[src/rtl/seg7_scan_blink.sv]
// seg7_scan_blink
//   Scans eight common-anode 7-segment digits from a 32-bit hex value. The value,
//   the per-digit blink mask and the decimal-point mask are captured together
//   once per scan frame, so a frame never shows a mix of old and new digits.
//   Blinking digits are blanked during the "dark" half of a slow blink cycle.
//
// Ports
//   clk          system clock, rising edge
//   rst_n        asynchronous active-low reset
//   disp_data    hex value, digit i = disp_data[4i+3:4i]
//   blink        blink[i]=1 -> digit i blinks
//   dp           dp[i]=1 -> decimal point of digit i lit
//   AN           active-low digit enables, AN[i] = digit i
//   SEGMENT      active-low segments, [0]=a .. [6]=g, [7]=dp
//   frame_start  one-cycle pulse after a new snapshot is taken
module seg7_scan_blink #(
  parameter int unsigned SCAN_PERIOD  = 50000,
  parameter int unsigned BLINK_FRAMES = 64
) (
  input  logic        clk,
  input  logic        rst_n,
  input  logic [31:0] disp_data,
  input  logic [7:0]  blink,
  input  logic [7:0]  dp,
  output logic [7:0]  AN,
  output logic [7:0]  SEGMENT,
  output logic        frame_start
);

  localparam int SCAN_W  = (SCAN_PERIOD  > 1) ? $clog2(SCAN_PERIOD)  : 1;
  localparam int FRAME_W = (BLINK_FRAMES > 1) ? $clog2(BLINK_FRAMES) : 1;
  localparam logic [SCAN_W-1:0]  SCAN_LAST  = SCAN_W'(SCAN_PERIOD - 1);
  localparam logic [FRAME_W-1:0] FRAME_LAST = FRAME_W'(BLINK_FRAMES - 1);

  logic [SCAN_W-1:0]  scan_cnt_q, scan_cnt_d;
  logic [2:0]         digit_q, digit_d;
  logic [FRAME_W-1:0] frame_cnt_q, frame_cnt_d;
  logic               phase_q, phase_d;

  logic [31:0] snap_data_q;
  logic [7:0]  snap_blink_q;
  logic [7:0]  snap_dp_q;
  logic        frame_start_q;

  // stage 1 carries the digit index and blink phase together, so a digit is
  // either fully blanked or fully shown for its whole slot
  logic        p1_valid_q;
  logic [2:0]  p1_digit_q;
  logic        p1_phase_q;

  logic [7:0]  an_q, an_d;
  logic [7:0]  seg_q, seg_d;

  logic        scan_wrap;
  logic        frame_end;
  logic        capture;
  logic [3:0]  nibble;
  logic [6:0]  seg7;

  always_comb begin
    scan_wrap   = (scan_cnt_q == SCAN_LAST);
    frame_end   = scan_wrap && (digit_q == 3'd7);
    capture     = (scan_cnt_q == '0) && (digit_q == 3'd0);

    scan_cnt_d  = scan_wrap ? '0 : scan_cnt_q + SCAN_W'(1);
    digit_d     = scan_wrap ? digit_q + 3'd1 : digit_q;
    frame_cnt_d = frame_cnt_q;
    phase_d     = phase_q;
    if (frame_end) begin
      if (frame_cnt_q == FRAME_LAST) begin
        frame_cnt_d = '0;
        phase_d     = ~phase_q;
      end else begin
        frame_cnt_d = frame_cnt_q + FRAME_W'(1);
      end
    end
  end

  always_comb begin
    nibble = snap_data_q[{p1_digit_q, 2'b00} +: 4];
    case (nibble)
      4'h0:    seg7 = 7'h40;
      4'h1:    seg7 = 7'h79;
      4'h2:    seg7 = 7'h24;
      4'h3:    seg7 = 7'h30;
      4'h4:    seg7 = 7'h19;
      4'h5:    seg7 = 7'h12;
      4'h6:    seg7 = 7'h02;
      4'h7:    seg7 = 7'h78;
      4'h8:    seg7 = 7'h00;
      4'h9:    seg7 = 7'h10;
      4'hA:    seg7 = 7'h08;
      4'hB:    seg7 = 7'h03;
      4'hC:    seg7 = 7'h46;
      4'hD:    seg7 = 7'h21;
      4'hE:    seg7 = 7'h06;
      default: seg7 = 7'h0E;
    endcase

    an_d  = 8'hFF;
    seg_d = 8'hFF;
    if (p1_valid_q) begin
      an_d = ~(8'b1 << p1_digit_q);
      if (!(snap_blink_q[p1_digit_q] && p1_phase_q)) begin
        seg_d = {~snap_dp_q[p1_digit_q], seg7};
      end
    end
  end

  always_ff @(posedge clk or negedge rst_n) begin
    if (!rst_n) begin
      scan_cnt_q    <= '0;
      digit_q       <= 3'd0;
      frame_cnt_q   <= '0;
      phase_q       <= 1'b0;
      snap_data_q   <= 32'h0;
      snap_blink_q  <= 8'h0;
      snap_dp_q     <= 8'h0;
      frame_start_q <= 1'b0;
      p1_valid_q    <= 1'b0;
      p1_digit_q    <= 3'd0;
      p1_phase_q    <= 1'b0;
      an_q          <= 8'hFF;
      seg_q         <= 8'hFF;
    end else begin
      scan_cnt_q    <= scan_cnt_d;
      digit_q       <= digit_d;
      frame_cnt_q   <= frame_cnt_d;
      phase_q       <= phase_d;
      frame_start_q <= capture;
      if (capture) begin
        snap_data_q  <= disp_data;
        snap_blink_q <= blink;
        snap_dp_q    <= dp;
      end
      p1_valid_q    <= 1'b1;
      p1_digit_q    <= digit_q;
      p1_phase_q    <= phase_q;
      an_q          <= an_d;
      seg_q         <= seg_d;
    end
  end

  assign AN          = an_q;
  assign SEGMENT     = seg_q;
  assign frame_start = frame_start_q;

endmodule
[config.mk]
export PLATFORM = sky130hd
export DESIGN_NAME = seg7_scan_blink
export DESIGN_NICKNAME = d
export VERILOG_FILES = /design/src/rtl/seg7_scan_blink.sv
export SDC_FILE = /design/constraint.sdc
export NUM_CORES = 1
export LEC_CHECK = 0
export CORE_UTILIZATION = 55
export DETAILED_ROUTE_END_ITERATION = 6
export PLACE_DENSITY = 0.8
export SYNTH_ARGS = -nofsm -noshare
export SYNTH_HDL_FRONTEND = slang
export SYNTH_SLANG_ARGS = --single-unit
[constraint.sdc]
create_clock -name clk -period 3.7 [get_ports clk]
set_clock_uncertainty 0.2 [all_clocks]
set_input_delay 0.74 -clock clk [delete_from_list [all_inputs] [get_ports clk]]
set_output_delay 0.74 -clock clk [all_outputs]
set_load 0.05 [all_outputs]
==> reports/metrics.csv <==
stage,metric,value,unit
outcome,outcome,"complete, no violations",
worst_setup_path,r2r_end,SEGMENT[4],
logic_synthesis,syn_area,0.004479,mm²
timing,hold_viol,0,
clock_network,root_buffer,clkbuf_8,
logic_synthesis,yosysSeqAreaShare,54.08,%
floorplanning,fp.dieH,92.25,µm
timing,fin_crit,2726,ps
worst_setup_path,cp-startpoint,p1_digit_q[1],
grt,grt_pass1_vias,2922,
timing,slew_headroom,27.29,%
detailed_routing,wl_per_cell,16.06,µm
detailed_routing,antenna_left,0,
logic_synthesis,synth_flop_cell,dfrtp_1,
logic_synthesis,synth_cell_types,53,
floorplanning,core.rowCount,32,
floorplanning,core-area,0.007807,mm²
placed_design,globalplace.congestion,0.8032,
logic_synthesis,synth_edf_count,0,
final_layout,fin_nets,461,
grt,grtUsageMet3,3.566,%
final_layout,mostFrequentLayoutCell,dfrtp_1,
final_layout,drive_above_1_share,23.76,%
worst_setup_path,crit_path_end_kind,flop,
worst_setup_path,critPathArrivalTime,2790,ps
final_layout,utilization,68.72,%
timing,maxSlewViolCount,0,
timing,fmax,366.8,MHz
power_and_ir_drop,total_power,0.001904,W
timing,rsz0062_at_grt,no,
final_layout,final_cell_mix,"dfrtp_1 (80), clkdlybuf4s50_1 (65), mux2_2 (35)",
clock_network,clk_transition_reported_paths,90,ps
grt,grt_pass1_wl,13990,µm
grt,antenna_found_initial,0,
clock_network,htreeDepth,3,
clock_network,clk_path_buf_depth,2,
detailed_routing,drc,0,
worst_setup_path,slowest_delay,870,ps
power_and_ir_drop,power_density,355.0,mW/mm²
worst_setup_path,worstSetupStartpointType,flop,
final_layout,finalInstanceArea,0.005365,mm²
run,max_cap_viol_count,0,
logic_synthesis,synth_seq_cells,96,
detailed_routing,drtIter0Drc,127,
final_layout,num_antenna_cells,0,
worst_setup_path,critPathCapture,SEGMENT[4],
final_layout,nFillCells,585,
detailed_routing,routed_wl,8128,µm
timing,period_share,73.68,%
grt,use_met1,28.23,%
floorplanning,dieArea,0.008509,mm²
worst_setup_path,worstRegToRegCells,7,
floorplanning,die_w,92.25,µm
clock_network,cts_setup_buffers,0,
worst_setup_path,worstSetupPathType,reg2reg,
placed_design,hpwl,5674,µm
power_and_ir_drop,p_leak,2.224,nW
clock_network,cts_buffers,9,
worst_setup_path,crit_required,3760,ps
grt,top_usage_layer,met2,
logic_synthesis,syn_nets,391,
floorplanning,initial_core_util,57.37,%
logic_synthesis,yosysWarnings,0,
detailed_routing,vias_per_cell,5.482,
grt,gr-total-overflow,0,
worst_setup_path,crit_slowest_cell,dfrtp_1,
power_and_ir_drop,irDropWorstVdd,181.2,µV
worst_setup_path,crit_path_max_fanout,19,
logic_synthesis,async_flop_share,100.0,%
clock_network,cts_resized,0,
timing,tightest_slew,1091,ps
worst_setup_path,rrSetupSlack,970,ps
clock_network,postCtsHoldBufs,0,
grt,grt_usage,21.61,%
final_layout,synthToLayoutAreaGrowth,19.78,%
clock_network,clock-sinks,96,
worst_setup_path,regToRegStartpoint,p1_digit_q[1],
detailed_routing,vias,2774,
timing,finalSetupTns,0,ps
placed_design,postPlaceCellArea,0.005192,mm²
worst_setup_path,crit_path_cell_trace,mux4_2 > mux2i_2 > inv_2 > ha_1 > mux2_2 > nand2_1 > o311ai_1,
timing,finalSetupViolCount,0,
clock_network,cts_tree,yes,
grt,grt_max_degree,90,
grt,grt_use_met2,36.26,%
placed_design,numPortBuffers,66,
clock_network,insertion_delay,350,ps
detailed_routing,drtPass1Iterations,4,
logic_synthesis,syn_area_per_cell,13.61,µm²
worst_hold_path,hp-class,reg2reg,
floorplanning,ios,67,
logic_synthesis,synthCells,329,
worst min-delay path by stage:
stage	start	end	slack (ps)	cells past startpoint
2_1_floorplan	phase_q	p1_phase_q	170	0
3_3_place_gp	phase_q	p1_phase_q	200	0
3_5_place_dp	phase_q	p1_phase_q	200	0
4_1_cts	phase_q	p1_phase_q	210	0
5_1_grt	phase_q	p1_phase_q	230	0
6_report	phase_q	p1_phase_q	220	0
where the power goes:
group          total, W  switching (W)  internal [W]
Combinational  0.000184      0.0000858     0.0000977
Sequential      0.00111      0.0000169       0.00109
Clock          0.000616       0.000354      0.000262
Total           0.00190       0.000456       0.00145
stage by stage:
step | worst slack (ps) | cells | hold slack (ps)
after floorplan | 1323 | 329 | 172.9
after global routing | 851.8 | 506 | 226.4
final | 973.7 | 506 | 217.4
after global placement | 1058 | 490 | 195.6
after detailed placement | 1010 | 490 | 196.5
after CTS | 992.3 | 506 | 212.7
final cells by class:
class	instances	area (µm²)	area share [%]
clock buffer	11	141.4	2.635
clock inverter	5	31.28	0.5830
inverter	8	30.03	0.5597
multi-input combinational	213	1917	35.73
sequential	96	2422	45.15
tap	102	127.6	2.379
timing repair buffer	71	695.7	12.97
critical path, delay by kind of cell (launching register included):
family	cells	cell delay (ps)
compound gates	1	90
fa+ha+maj	1	260
buf+inv	1	110
flops	1	870
mux	3	1020
simple gates	1	70
state kept, by name, summed over array words and instances, names as in the netlist:
register	count
p1_valid_q	1
digit_q	3
scan_cnt_q	16
AN	8
phase_q	1
p1_digit_q	3
snap_dp_q	8
p1_phase_q	1
frame_cnt_q	6
snap_data_q	32
SEGMENT	8
snap_blink_q	8
frame_start	1
layer usage:
layer	up-vias	share of wire (%)
li1	1314	-
met3	11	2.6
met2	47	51
met4	0	1.3
met1	1402	45
met5	-	0
cell usage after synthesis (2+ instances only):
cell type	count	area (µm²)
o21a_1	2	15.01
o31ai_1	2	15.01
nor2b_1	5	31.28
buf_4	5	37.54
ha_1	12	150.1
nand2_1	16	60.06
a21oi_1	2	10.01
nor2_1	20	75.07
nand4_1	5	31.28
mux2_1	20	225.2
nor3_1	7	35.03
or4_4	2	22.52
inv_1	7	26.28
buf_6	6	67.56
and4_1	2	17.52
xnor2_1	11	96.34
nand3_1	16	80.08
mux2_2	35	394.1
o21ai_1	3	15.01
mux4_2	10	225.2
dfstp_2	16	420.4
xor2_1	7	61.31
o21ai_0	5	25.02
dfrtp_1	80	2002
mux2i_1	5	50.05
cell families (layout without fill, tap and decap cells):
group                      Yosys count  after routing  share of synthesized area (%)
buffers and inverters               20             95                          3.128
adders and majority gates           12             12                          3.352
and+or+nand+nor                     81             81                          9.693
DFF                                 96             96                          54.08
xor gates and xnor gates            18             18                          3.520
AOI/OAI and AO/OA                   28             28                          5.028
muxes                               73             73                          21.12
other                                1              1                        0.08372
(Power assumes the default switching activity.)
